--- src/rtl/dmac_scheduler.sv ---
// dmac_scheduler: multi-channel DMA burst scheduler.
// Holds one descriptor per channel, splits each transfer into AXI INCR
// bursts that stay inside a 4 KB page, and hands bursts one at a time to
// the shared read/write engines with round-robin arbitration per burst.
//
// Handshake semantics: ch_req_i is a level request whose descriptor fields
// must stay valid while high; ch_ack_o pulses in the cycle the descriptor is
// captured (combinational, so the host drops ch_req_i after that edge).
// rd_valid_o/wr_valid_o are one-cycle start pulses; the engines answer with
// one-cycle rd_done_i/wr_done_i pulses in any order, possibly together.
module dmac_scheduler #(
  parameter int NUM_CH     = 4,
  parameter int ADDR_WIDTH = 32,
  parameter int LEN_BITS   = 8,
  parameter int SIZE_BITS  = 3,
  parameter int CNT_WIDTH  = 16,
  parameter int MAX_BURST  = 16,
  parameter int GW         = (NUM_CH > 1) ? $clog2(NUM_CH) : 1
) (
  input  logic                         clk_i,
  input  logic                         rst_i,
  input  logic [NUM_CH-1:0]            ch_req_i,
  input  logic [NUM_CH*ADDR_WIDTH-1:0] ch_src_addr_i,
  input  logic [NUM_CH*ADDR_WIDTH-1:0] ch_dst_addr_i,
  input  logic [NUM_CH*CNT_WIDTH-1:0]  ch_beats_i,
  output logic [NUM_CH-1:0]            ch_ack_o,
  output logic [NUM_CH-1:0]            ch_done_o,
  output logic [NUM_CH-1:0]            ch_err_o,
  output logic                         rd_valid_o,
  output logic [ADDR_WIDTH-1:0]        rd_src_addr_o,
  output logic                         wr_valid_o,
  output logic [ADDR_WIDTH-1:0]        wr_dst_addr_o,
  output logic [LEN_BITS-1:0]          eng_len_o,
  output logic [SIZE_BITS-1:0]         eng_size_o,
  output logic [1:0]                   eng_burst_o,
  input  logic                         rd_done_i,
  input  logic                         wr_done_i,
  input  logic [1:0]                   wr_bresp_i,
  output logic                         busy_o,
  output logic [GW-1:0]                grant_o,
  output logic [2:0]                   state_o
);

  localparam logic [2:0] S_IDLE   = 3'd0;
  localparam logic [2:0] S_ARB    = 3'd1;
  localparam logic [2:0] S_ISSUE  = 3'd2;
  localparam logic [2:0] S_WAIT   = 3'd3;
  localparam logic [2:0] S_UPDATE = 3'd4;

  logic [2:0]            state, state_nxt;
  logic [NUM_CH-1:0]     active;
  logic [ADDR_WIDTH-1:0] src [NUM_CH];
  logic [ADDR_WIDTH-1:0] dst [NUM_CH];
  logic [CNT_WIDTH-1:0]  rem [NUM_CH];
  logic [GW-1:0]         last_grant, grant_q;
  logic [LEN_BITS:0]     beats_q;
  logic [LEN_BITS-1:0]   len_q;
  logic [ADDR_WIDTH-1:0] rd_src_q, wr_dst_q;
  logic                  rd_seen, wr_seen;
  logic [1:0]            bresp_q;

  // Descriptor capture candidate
  logic                  cap_valid;
  logic [GW-1:0]         cap_idx;
  logic [CNT_WIDTH-1:0]  cap_beats;
  logic [ADDR_WIDTH-1:0] cap_src, cap_dst;
  logic [NUM_CH-1:0]     cap_oh;
  logic                  cap_zero;

  // Arbitration result
  logic                  hi_found, lo_found, arb_found;
  logic [GW-1:0]         hi_idx, lo_idx, arb_idx;
  logic [ADDR_WIDTH-1:0] g_src, g_dst;
  logic [CNT_WIDTH-1:0]  g_rem;
  logic [12:0]           src_room, dst_room;
  logic [31:0]           beats_min;
  logic [LEN_BITS:0]     beats_nxt;

  logic [NUM_CH-1:0]     grant_oh;
  logic                  upd_last;

  // Pick the lowest-index idle channel that is requesting (only in IDLE/ARB)
  always_comb begin
    cap_valid = 1'b0;
    cap_idx   = '0;
    cap_beats = '0;
    cap_src   = '0;
    cap_dst   = '0;
    if (!rst_i && (state == S_IDLE || state == S_ARB)) begin
      for (int i = NUM_CH - 1; i >= 0; i--) begin
        if (ch_req_i[i] && !active[i]) begin
          cap_valid = 1'b1;
          cap_idx   = GW'(i);
          cap_beats = ch_beats_i[i*CNT_WIDTH +: CNT_WIDTH];
          cap_src   = ch_src_addr_i[i*ADDR_WIDTH +: ADDR_WIDTH];
          cap_dst   = ch_dst_addr_i[i*ADDR_WIDTH +: ADDR_WIDTH];
        end
      end
    end
    cap_zero = (cap_beats == '0);
    for (int i = 0; i < NUM_CH; i++) begin
      cap_oh[i] = cap_valid && (cap_idx == GW'(i));
    end
  end

  // Round-robin: first active channel above last_grant, else lowest active
  always_comb begin
    hi_found = 1'b0;
    hi_idx   = '0;
    lo_found = 1'b0;
    lo_idx   = '0;
    for (int i = NUM_CH - 1; i >= 0; i--) begin
      if (active[i]) begin
        lo_found = 1'b1;
        lo_idx   = GW'(i);
        if (GW'(i) > last_grant) begin
          hi_found = 1'b1;
          hi_idx   = GW'(i);
        end
      end
    end
    arb_found = hi_found || lo_found;
    arb_idx   = hi_found ? hi_idx : lo_idx;
  end

  // Burst length: limited by remaining beats, MAX_BURST and both 4 KB pages
  always_comb begin
    g_src     = src[arb_idx];
    g_dst     = dst[arb_idx];
    g_rem     = rem[arb_idx];
    src_room  = (13'h1000 - {1'b0, g_src[11:0]}) >> 2;
    dst_room  = (13'h1000 - {1'b0, g_dst[11:0]}) >> 2;
    beats_min = 32'(MAX_BURST);
    if (32'(g_rem) < beats_min)    beats_min = 32'(g_rem);
    if (32'(src_room) < beats_min) beats_min = 32'(src_room);
    if (32'(dst_room) < beats_min) beats_min = 32'(dst_room);
    beats_nxt = beats_min[LEN_BITS:0];
  end

  // Decode of the owning channel and last-burst detection for UPDATE
  always_comb begin
    for (int i = 0; i < NUM_CH; i++) begin
      grant_oh[i] = (grant_q == GW'(i));
    end
    upd_last = (rem[grant_q] == CNT_WIDTH'(beats_q));
  end

  // Next-state logic
  always_comb begin
    state_nxt = state;
    case (state)
      S_IDLE:   if ((|active) || (cap_valid && !cap_zero)) state_nxt = S_ARB;
      S_ARB:    state_nxt = arb_found ? S_ISSUE : S_IDLE;
      S_ISSUE:  state_nxt = S_WAIT;
      S_WAIT:   if ((rd_seen || rd_done_i) && (wr_seen || wr_done_i)) state_nxt = S_UPDATE;
      S_UPDATE: state_nxt = S_ARB;
      default:  state_nxt = S_IDLE;
    endcase
  end

  // State, channel contexts and per-burst registers
  always_ff @(posedge clk_i) begin
    if (rst_i) begin
      state      <= S_IDLE;
      active     <= '0;
      for (int i = 0; i < NUM_CH; i++) begin
        src[i] <= '0;
        dst[i] <= '0;
        rem[i] <= '0;
      end
      last_grant <= GW'(NUM_CH - 1);
      grant_q    <= '0;
      beats_q    <= '0;
      len_q      <= '0;
      rd_src_q   <= '0;
      wr_dst_q   <= '0;
      rd_seen    <= 1'b0;
      wr_seen    <= 1'b0;
      bresp_q    <= 2'b00;
    end else begin
      state <= state_nxt;
      if (cap_valid && !cap_zero) begin
        active[cap_idx] <= 1'b1;
        src[cap_idx]    <= cap_src & ~ADDR_WIDTH'(3);
        dst[cap_idx]    <= cap_dst & ~ADDR_WIDTH'(3);
        rem[cap_idx]    <= cap_beats;
      end
      case (state)
        S_ARB: begin
          if (arb_found) begin
            grant_q    <= arb_idx;
            last_grant <= arb_idx;
            beats_q    <= beats_nxt;
            len_q      <= LEN_BITS'(beats_nxt - 1'b1);
            rd_src_q   <= g_src;
            wr_dst_q   <= g_dst;
            rd_seen    <= 1'b0;
            wr_seen    <= 1'b0;
            bresp_q    <= 2'b00;
          end
        end
        S_WAIT: begin
          if (rd_done_i) rd_seen <= 1'b1;
          if (wr_done_i) begin
            wr_seen <= 1'b1;
            bresp_q <= wr_bresp_i;
          end
        end
        S_UPDATE: begin
          if (bresp_q != 2'b00) begin
            active[grant_q] <= 1'b0;
          end else begin
            src[grant_q] <= src[grant_q] + ADDR_WIDTH'({beats_q, 2'b00});
            dst[grant_q] <= dst[grant_q] + ADDR_WIDTH'({beats_q, 2'b00});
            rem[grant_q] <= rem[grant_q] - CNT_WIDTH'(beats_q);
            if (upd_last) active[grant_q] <= 1'b0;
          end
        end
        default: ;
      endcase
    end
  end

  // Output decode
  always_comb begin
    ch_ack_o      = cap_oh;
    ch_done_o     = (cap_valid && cap_zero) ? cap_oh : '0;
    ch_err_o      = '0;
    if (!rst_i && state == S_UPDATE) begin
      if (bresp_q != 2'b00) ch_err_o = grant_oh;
      else if (upd_last)    ch_done_o = ch_done_o | grant_oh;
    end
    rd_valid_o    = (state == S_ISSUE);
    wr_valid_o    = (state == S_ISSUE);
    rd_src_addr_o = rd_src_q;
    wr_dst_addr_o = wr_dst_q;
    eng_len_o     = len_q;
    eng_size_o    = SIZE_BITS'(2);
    eng_burst_o   = 2'b01;
    busy_o        = (|active) || (state != S_IDLE);
    grant_o       = grant_q;
    state_o       = state;
  end

endmodule
--- config.mk ---
export PLATFORM = sky130hd
export DESIGN_NAME = dmac_scheduler
export DESIGN_NICKNAME = d
export VERILOG_FILES = /design/src/rtl/dmac_scheduler.sv
export SDC_FILE = /design/constraint.sdc
export NUM_CORES = 1
export LEC_CHECK = 0
export BUFFER_PORTS_ARGS = -buffer_cell sky130_fd_sc_hd__buf_2
export CORE_UTILIZATION = 40
export DETAILED_ROUTE_END_ITERATION = 7
export PLACE_DENSITY = 0.57
export SLEW_MARGIN = 5
export SYNTH_ARGS = -nofsm -noshare
export SYNTH_HDL_FRONTEND = slang
export SYNTH_SLANG_ARGS = --single-unit
export TNS_END_PERCENT = 10
--- constraint.sdc ---
create_clock -name clk_i -period 9.4 [get_ports clk_i]
set_input_delay 1.88 -clock clk_i [delete_from_list [all_inputs] [get_ports clk_i]]
set_output_delay 1.88 -clock clk_i [all_outputs]
set_load 0.03 [all_outputs]
# Word-level counts from Yosys, hierarchy flattened
# Memory sizes are Yosys's and may differ from the RTL's. A register that Yosys moved wholly into a read port is not among the register bits.
# Index checks and enable logic that the tools add are counted.
# Widths: inputs -> output; s select.
classes:
  add_sub_neg: 6
  magnitude_cmp: 11
  eq_ne: 16
  mux: 113
  bitwise_logic: 4
  reduce_logical: 45
op_table:
  columns: ["cell", "n"]
  rows:
  - ["$mux 32", 14]
  - ["$mux 16", 9]
  - ["$reduce_or 32->1", 4]
  - ["$mux 2", 33]
  - ["$add 32x11->32", 2]
  - ["$lt 11x32->1", 2]
  - ["$mux 4", 11]
  - ["$mux 1", 37]
  - ["$reduce_or 16->1", 2]
  - ["$sub 13x12->13 const A", 2]
  - ["$eq 16x9->1", 1]
  - ["$logic_not 16->1", 1]
  - ["$lt 16x5->1 const B", 1]
  - ["$sub 16x9->16", 1]
  - ["$logic_and 1x1->1", 15]
  - ["$pmux 3 s5", 1]
  - ["$mux 9", 1]
  - ["$eq 2x2->1 const B", 4]
  - ["$ne 2x2->1 const B", 4]
  - ["$or 4x4->4", 2]
  - ["$sub 8x1->8 const B", 1]
  - ["$eq 3x2->1 const B", 2]
  - ["$logic_not 1->1", 6]
  - ["$logic_or 1x1->1", 6]
  - ["21 further kinds", 33]
totals:
  regBits: 96
  ram_bits: 320
  input_bits: 330
  elab_cells: 209
  mem_count: 3
memory_table:
  columns: ["name", "words", "word_bits", "read_ports", "rd_clocked_by_memory_dff", "wr", "line", "source"]
  rows:
  - ["dst", 4, 32, 2, 1, 4, "53", "logic [ADDR_WIDTH-1:0] dst [NUM_CH];"]
  - ["src", 4, 32, 2, 1, 4, "52", "logic [ADDR_WIDTH-1:0] src [NUM_CH];"]
  - ["rem", 4, 16, 2, 1, 4, "54", "logic [CNT_WIDTH-1:0] rem [NUM_CH];"]

# Depth between registers and ports, before layout
logic_depth:
  depth_word: 18
  ltp_mapped: 32
  mapped_depth_nobuf: 28

# Worst setup path after synthesis
# Ideal clock, no wire load.
synth_timing:
  kind: "in2reg"
  start: "input ch_req_i[1]"
  end: "memory dst[3][0], enable pin"
  setup_time_ns: 0.527
  arrival_time_ns: 7.376
  required_ns: 8.873
  slack_ns: 1.497
  path_stages: 12
  n_path_buf: 3
  path_cell_list: "nor2b_1 > clkbuf_1 > clkbuf_1 > a311oi_1 > o31ai_1 > nand2_1 > nand3_1 > nor4_4 > o211ai_1 > o21a_1 > clkbuf_1 > nor2b_1"
synth_lines:
  columns: ["item", "line", "source"]
  rows:
  - ["from (decl)", "22", "input logic [NUM_CH-1:0] ch_req_i,"]
  - ["to (decl)", "53", null]

# Final worst setup path
layout_timing:
  start: "register active[2]"
  end: "register len_q[4] (netlist: eng_len_o[4])"
layout_via:
  elab_chain_cells: 14
  elab_cells_between_ends: 31
  cone_classes: "add/sub: 3; order compare: 3; mux: 20; reduce/logical: 2; memory: 3"
layout_rtl:
  columns: ["item", "line", "source"]
  rows:
  - ["from (decl)", "51", "logic [NUM_CH-1:0] active;"]
  - ["from (signal assigned)", "165", "active <= '0;"]
  - ["from (signal, indexed assignment)", "183", "active[cap_idx] <= 1'b1;"]
  - ["from (signal, indexed assignment)", "211", "active[grant_q] <= 1'b0;"]
  - ["$mux 2 or $mux 1 (tied branches)", "113", "if (active[i]) begin"]
  - ["$mux 2 or $mux 1 (tied branches)", "116", "if (GW'(i) > last_grant) begin"]
  - ["$mux 2 or $mux 1 (tied branches)", "113", null]
  - ["$mux 2 or $mux 1 (tied branches)", "116", null]
  - ["$mux 2 or $mux 1 (tied branches)", "113", null]
  - ["$mux 2", "123", "arb_idx = hi_found ? hi_idx : lo_idx;"]
  - ["$mem_v2 4x16", null, null]
  - ["$lt 16x5->1", "134", "if (32'(g_rem) < beats_min) beats_min = 32'(g_rem);"]
  - ["$mux 16", "134", null]
  - ["$lt 11x32->1", "135", "if (32'(src_room) < beats_min) beats_min = 32'(src_room);"]
  - ["$mux 16", "135", null]
  - ["$lt 11x32->1", "136", "if (32'(dst_room) < beats_min) beats_min = 32'(dst_room);"]
  - ["$mux 9", "136", null]
  - ["$sub 8x1->8", "194", "len_q <= LEN_BITS'(beats_nxt - 1'b1);"]
  - ["to (signal assigned)", "194", null]
  - ["to (decl)", "57", "logic [LEN_BITS-1:0] len_q;"]
# Parallel ways exist; a longest one is shown, timed or not.
# A chain may end at the register's enable or synchronous reset.

==> results.md <==
- Routed Antenna Nets: 0
- Cts bufs inserted: 47
- GRT Util Overall: 27.7%
- Vias/cell: 6.08
- Clock transition at the registers of the reported paths: 60 ps
- Fillers: 5,932
- Max incr delay on CP: 610 ps
- Avg Cell Area, Syn: 9.84 um2
- Root buf cell: clkbuf_16
- Clk buf depth: 3
- H-Tree Level Count: 2
- Resize count post-CTS: 0
- Die X: 256 um
- Mean routed wirelength per cell: 24.6 um
- FP Rows: 92
- Post-CTS Hold Buffers: 0
- Crit-path most repeated cell: ha_1
- Fmax: 0.126 GHz
- Placed insts: 3,719
- Vias: 23.2k
- Slowest stage cell, crit path: nor3_4
- First-pass GRT wire length: 139,000 um
- WHS: 451 ps
- Gpl congestion: 0.911
- DR iter-0 viols: 2,443
- YS warnings: 0
- Mapped cell area: 0.0258 mm2
- Layout area overhead: 16.2%
- MaxCap Viol Count: 0
- Die Height: 256 um
- Fin. Hold Viols: 0
- Post-DP HPWL: 62,000 um
- Async set-or-reset flop fraction in the synthesized netlist: 0%
- Post-synthesis sequential area ratio: 44.8%
- Die area: 0.0656 mm2
- Largest net degree at the start of global routing: 81
- Slew @ Worst Pin: 1330 ps
- Critical path required time: 9890 ps
- Final min period: 7940 ps
- Fin crit share: 84.4%
- #FFs+latches synth: 418
- Final clock skew: 37.7 ps
- Crit-path leading delay family: compound AO/OA/AOI/OAI gates
- Final slew viol count: 0
- Setup ws final: 1460 ps
- Post-Place Setup Slack: 1530 ps
- Core area: 0.0634 mm2
- Final Cell Area: 0.0300 mm2
- Hold Crit Class: reg -> reg
- Worst setup EP type: flop
- DRT Pass-1 Iters: 6
- Share of post-route cells with drive strength above 1: 23.3%
- Vias in the first global route: 22.3k
- CTS tree: done
- Unrepaired setup endpoints after global routing: no
- Status: finished, final reports clean
- Fin Setup TNS: 0 ps
- Final wirelength: 93,600 um
- Clock Latency Late Sink: 600 ps
- Antenna violations before repair: 3
- Cell Area, Placed: 0.0285 mm2
- Gate Count Post-Synth: 2,626
- Power Density: 249 mW/mm2
- Final setup viols: 0
- PortBufs: 405
- Relative slew slack: 11.2%
- Layout Nets: 3,303
- Peak supply drop: 144 uV
- # DRC: 0
- CP Class: reg -> reg
- Crit path max fanout: 22
- Post-CTS Setup Repair Bufs: 0
- Initial Utilization: 40.8%
- Leakage power: 0.0117 uW
- Non-filler cells, final: 3,808
- Ports: 427
- Sinks on Clock Net: 418
- Critical path startpoint category: flop
- Synth Flop Type: edfxtp_1
- Overflow after GRT: 0
- Crit path DAT: 8420 ps
- Yosys cell types: 101
- Post-synth EDFFs: 320
- WP buf/inv: 2
## through the flow
step                total power (uW)  utilization [%]
floorplan                       4680                -
global placement                5540             44.9
detailed placement              5610             44.9
CTS                             7480             47.3
global route                    7860             47.4
finish                          7480             47.4
## kinds of logic after synthesis
family | count (synthesis) | synth area share (%)
and+or+nand+nor | 1111 | 20.9
muxes | 130 | 8.99
DFF | 418 | 44.8
other | 2 | 0.0291
buffers and inverters | 278 | 4.76
adders and majority gates | 51 | 2.56
AOI/OAI and AO/OA | 588 | 16.3
xor gates and xnor gates | 48 | 1.66
## cell usage after synthesis, types with 10 or more instances
cell	instances	area [um2]
buf_1	12	45.0
nor4_1	27	169
dfxtp_1	98	1960
a21o_1	14	105
and2_1	48	300
o21a_1	19	143
and3b_1	14	123
o31ai_1	19	143
a211oi_1	25	188
buf_4	19	143
inv_1	70	263
nand4_1	22	138
mux2_2	13	146
a311oi_1	20	175
nor2b_1	96	601
nand2_1	379	1420
xnor2_1	38	333
o211ai_1	10	75.1
nor3_1	25	125
o21ai_0	57	285
mux4_2	80	1800
o22ai_1	61	382
and3_1	45	282
edfxtp_1	320	9610
a221oi_1	59	517
o32ai_1	31	272
a31oi_1	26	163
nand3_1	187	936
a21oi_1	149	746
buf_2	39	195
ha_1	48	601
a21boi_0	13	97.6
nand2b_1	16	100
mux2i_1	35	350
clkbuf_1	129	484
nor2_1	182	683
or3_1	30	188
## state kept, by name (all words and copies together), names as in the netlist, named ones only
register       count
active             4
beats_q            9
bresp_q            2
dst              128
eng_len_o          8
grant_o            2
last_grant         2
rd_seen            1
rd_src_addr_o     32
rem               64
src              128
state_o            3
wr_dst_addr_o     32
wr_seen            1
## cell usage in the layout (no fill, tap or decap), drive strengths merged, types with 14 or more instances in the layout
cell,n
a21o,14
a31oi,27
mux4,80
clkbuf,66
a221oi,61
mux2,15
o32ai,32
inv,73
nor2b,96
nand2b,17
o21a,21
nor4,28
and3b,14
nand4,22
and3,46
xnor2,38
nor3,27
clkinv,17
o31ai,21
and2,51
buf,446
o22ai,62
or3,31
nand3,189
nor2,183
nand2,380
edfxtp,320
a311oi,23
mux2i,35
o21ai,63
dfxtp,98
ha,48
a211oi,27
a21oi,151
## routing by layer
metal | part of all wire [%] | GRT usage (%) | wire (um) | vias to the layer above
met3 | 7.7 | 3.49 | 7220 | 127
met4 | 2.4 | 7.65 | 2210 | 0
met1 | 42 | 37.9 | 39400 | 11480
met2 | 48 | 46.2 | 44800 | 1096
li1 | - | - | - | 10450
met5 | 0 | 0 | 0 | -
## path summary, 6_finish.rpt
path / to / start / cells after the start / slack (ps)
worst min register to register: rd_src_addr_o[23]$_SDFFE_PP0P_ / rd_src_addr_o[23]$_SDFFE_PP0P_ / 2 / 450
worst max register to register: eng_len_o[4]$_SDFFE_PP0P_ / active[2]$_SDFF_PP0_ / 28 / 1460
worst max-delay path: eng_len_o[4]$_SDFFE_PP0P_ / active[2]$_SDFF_PP0_ / 28 / 1460
worst min-delay path: rd_src_addr_o[23]$_SDFFE_PP0P_ / rd_src_addr_o[23]$_SDFFE_PP0P_ / 2 / 450
## worst reg2reg max path: cells and delay by family (launching register included)
family	cells	cell delay [ps]
XOR/XNOR	1	250
AO/OA/AOI/OAI	11	2860
flip-flops	1	300
adder cells (fa/ha/maj)	3	900
multiplexers	2	420
buffers and inverters	2	680
AND/OR/NAND/NOR	9	2390
## where the power goes
group          switching [uW]  internal (uW)  total (uW)
clock                     787           1080        1860
combinational            1900           1100        3000
sequential                214           2400        2610
total                    2900           4580        7480
## cell type report
cell class / count / area, um2 / area share (%)
inverter: 70 / 263 / 0.875
clock buffer: 66 / 1410 / 4.70
multi-input combinational: 1939 / 13200 / 44.0
timing repair buffer: 446 / 2350 / 7.82
sequential: 418 / 11600 / 38.6
antenna: 1 / 2.50 / 0.00833
clock inverter: 22 / 149 / 0.496
tap: 846 / 1060 / 3.52
Power figures use the tool's default switching activity.
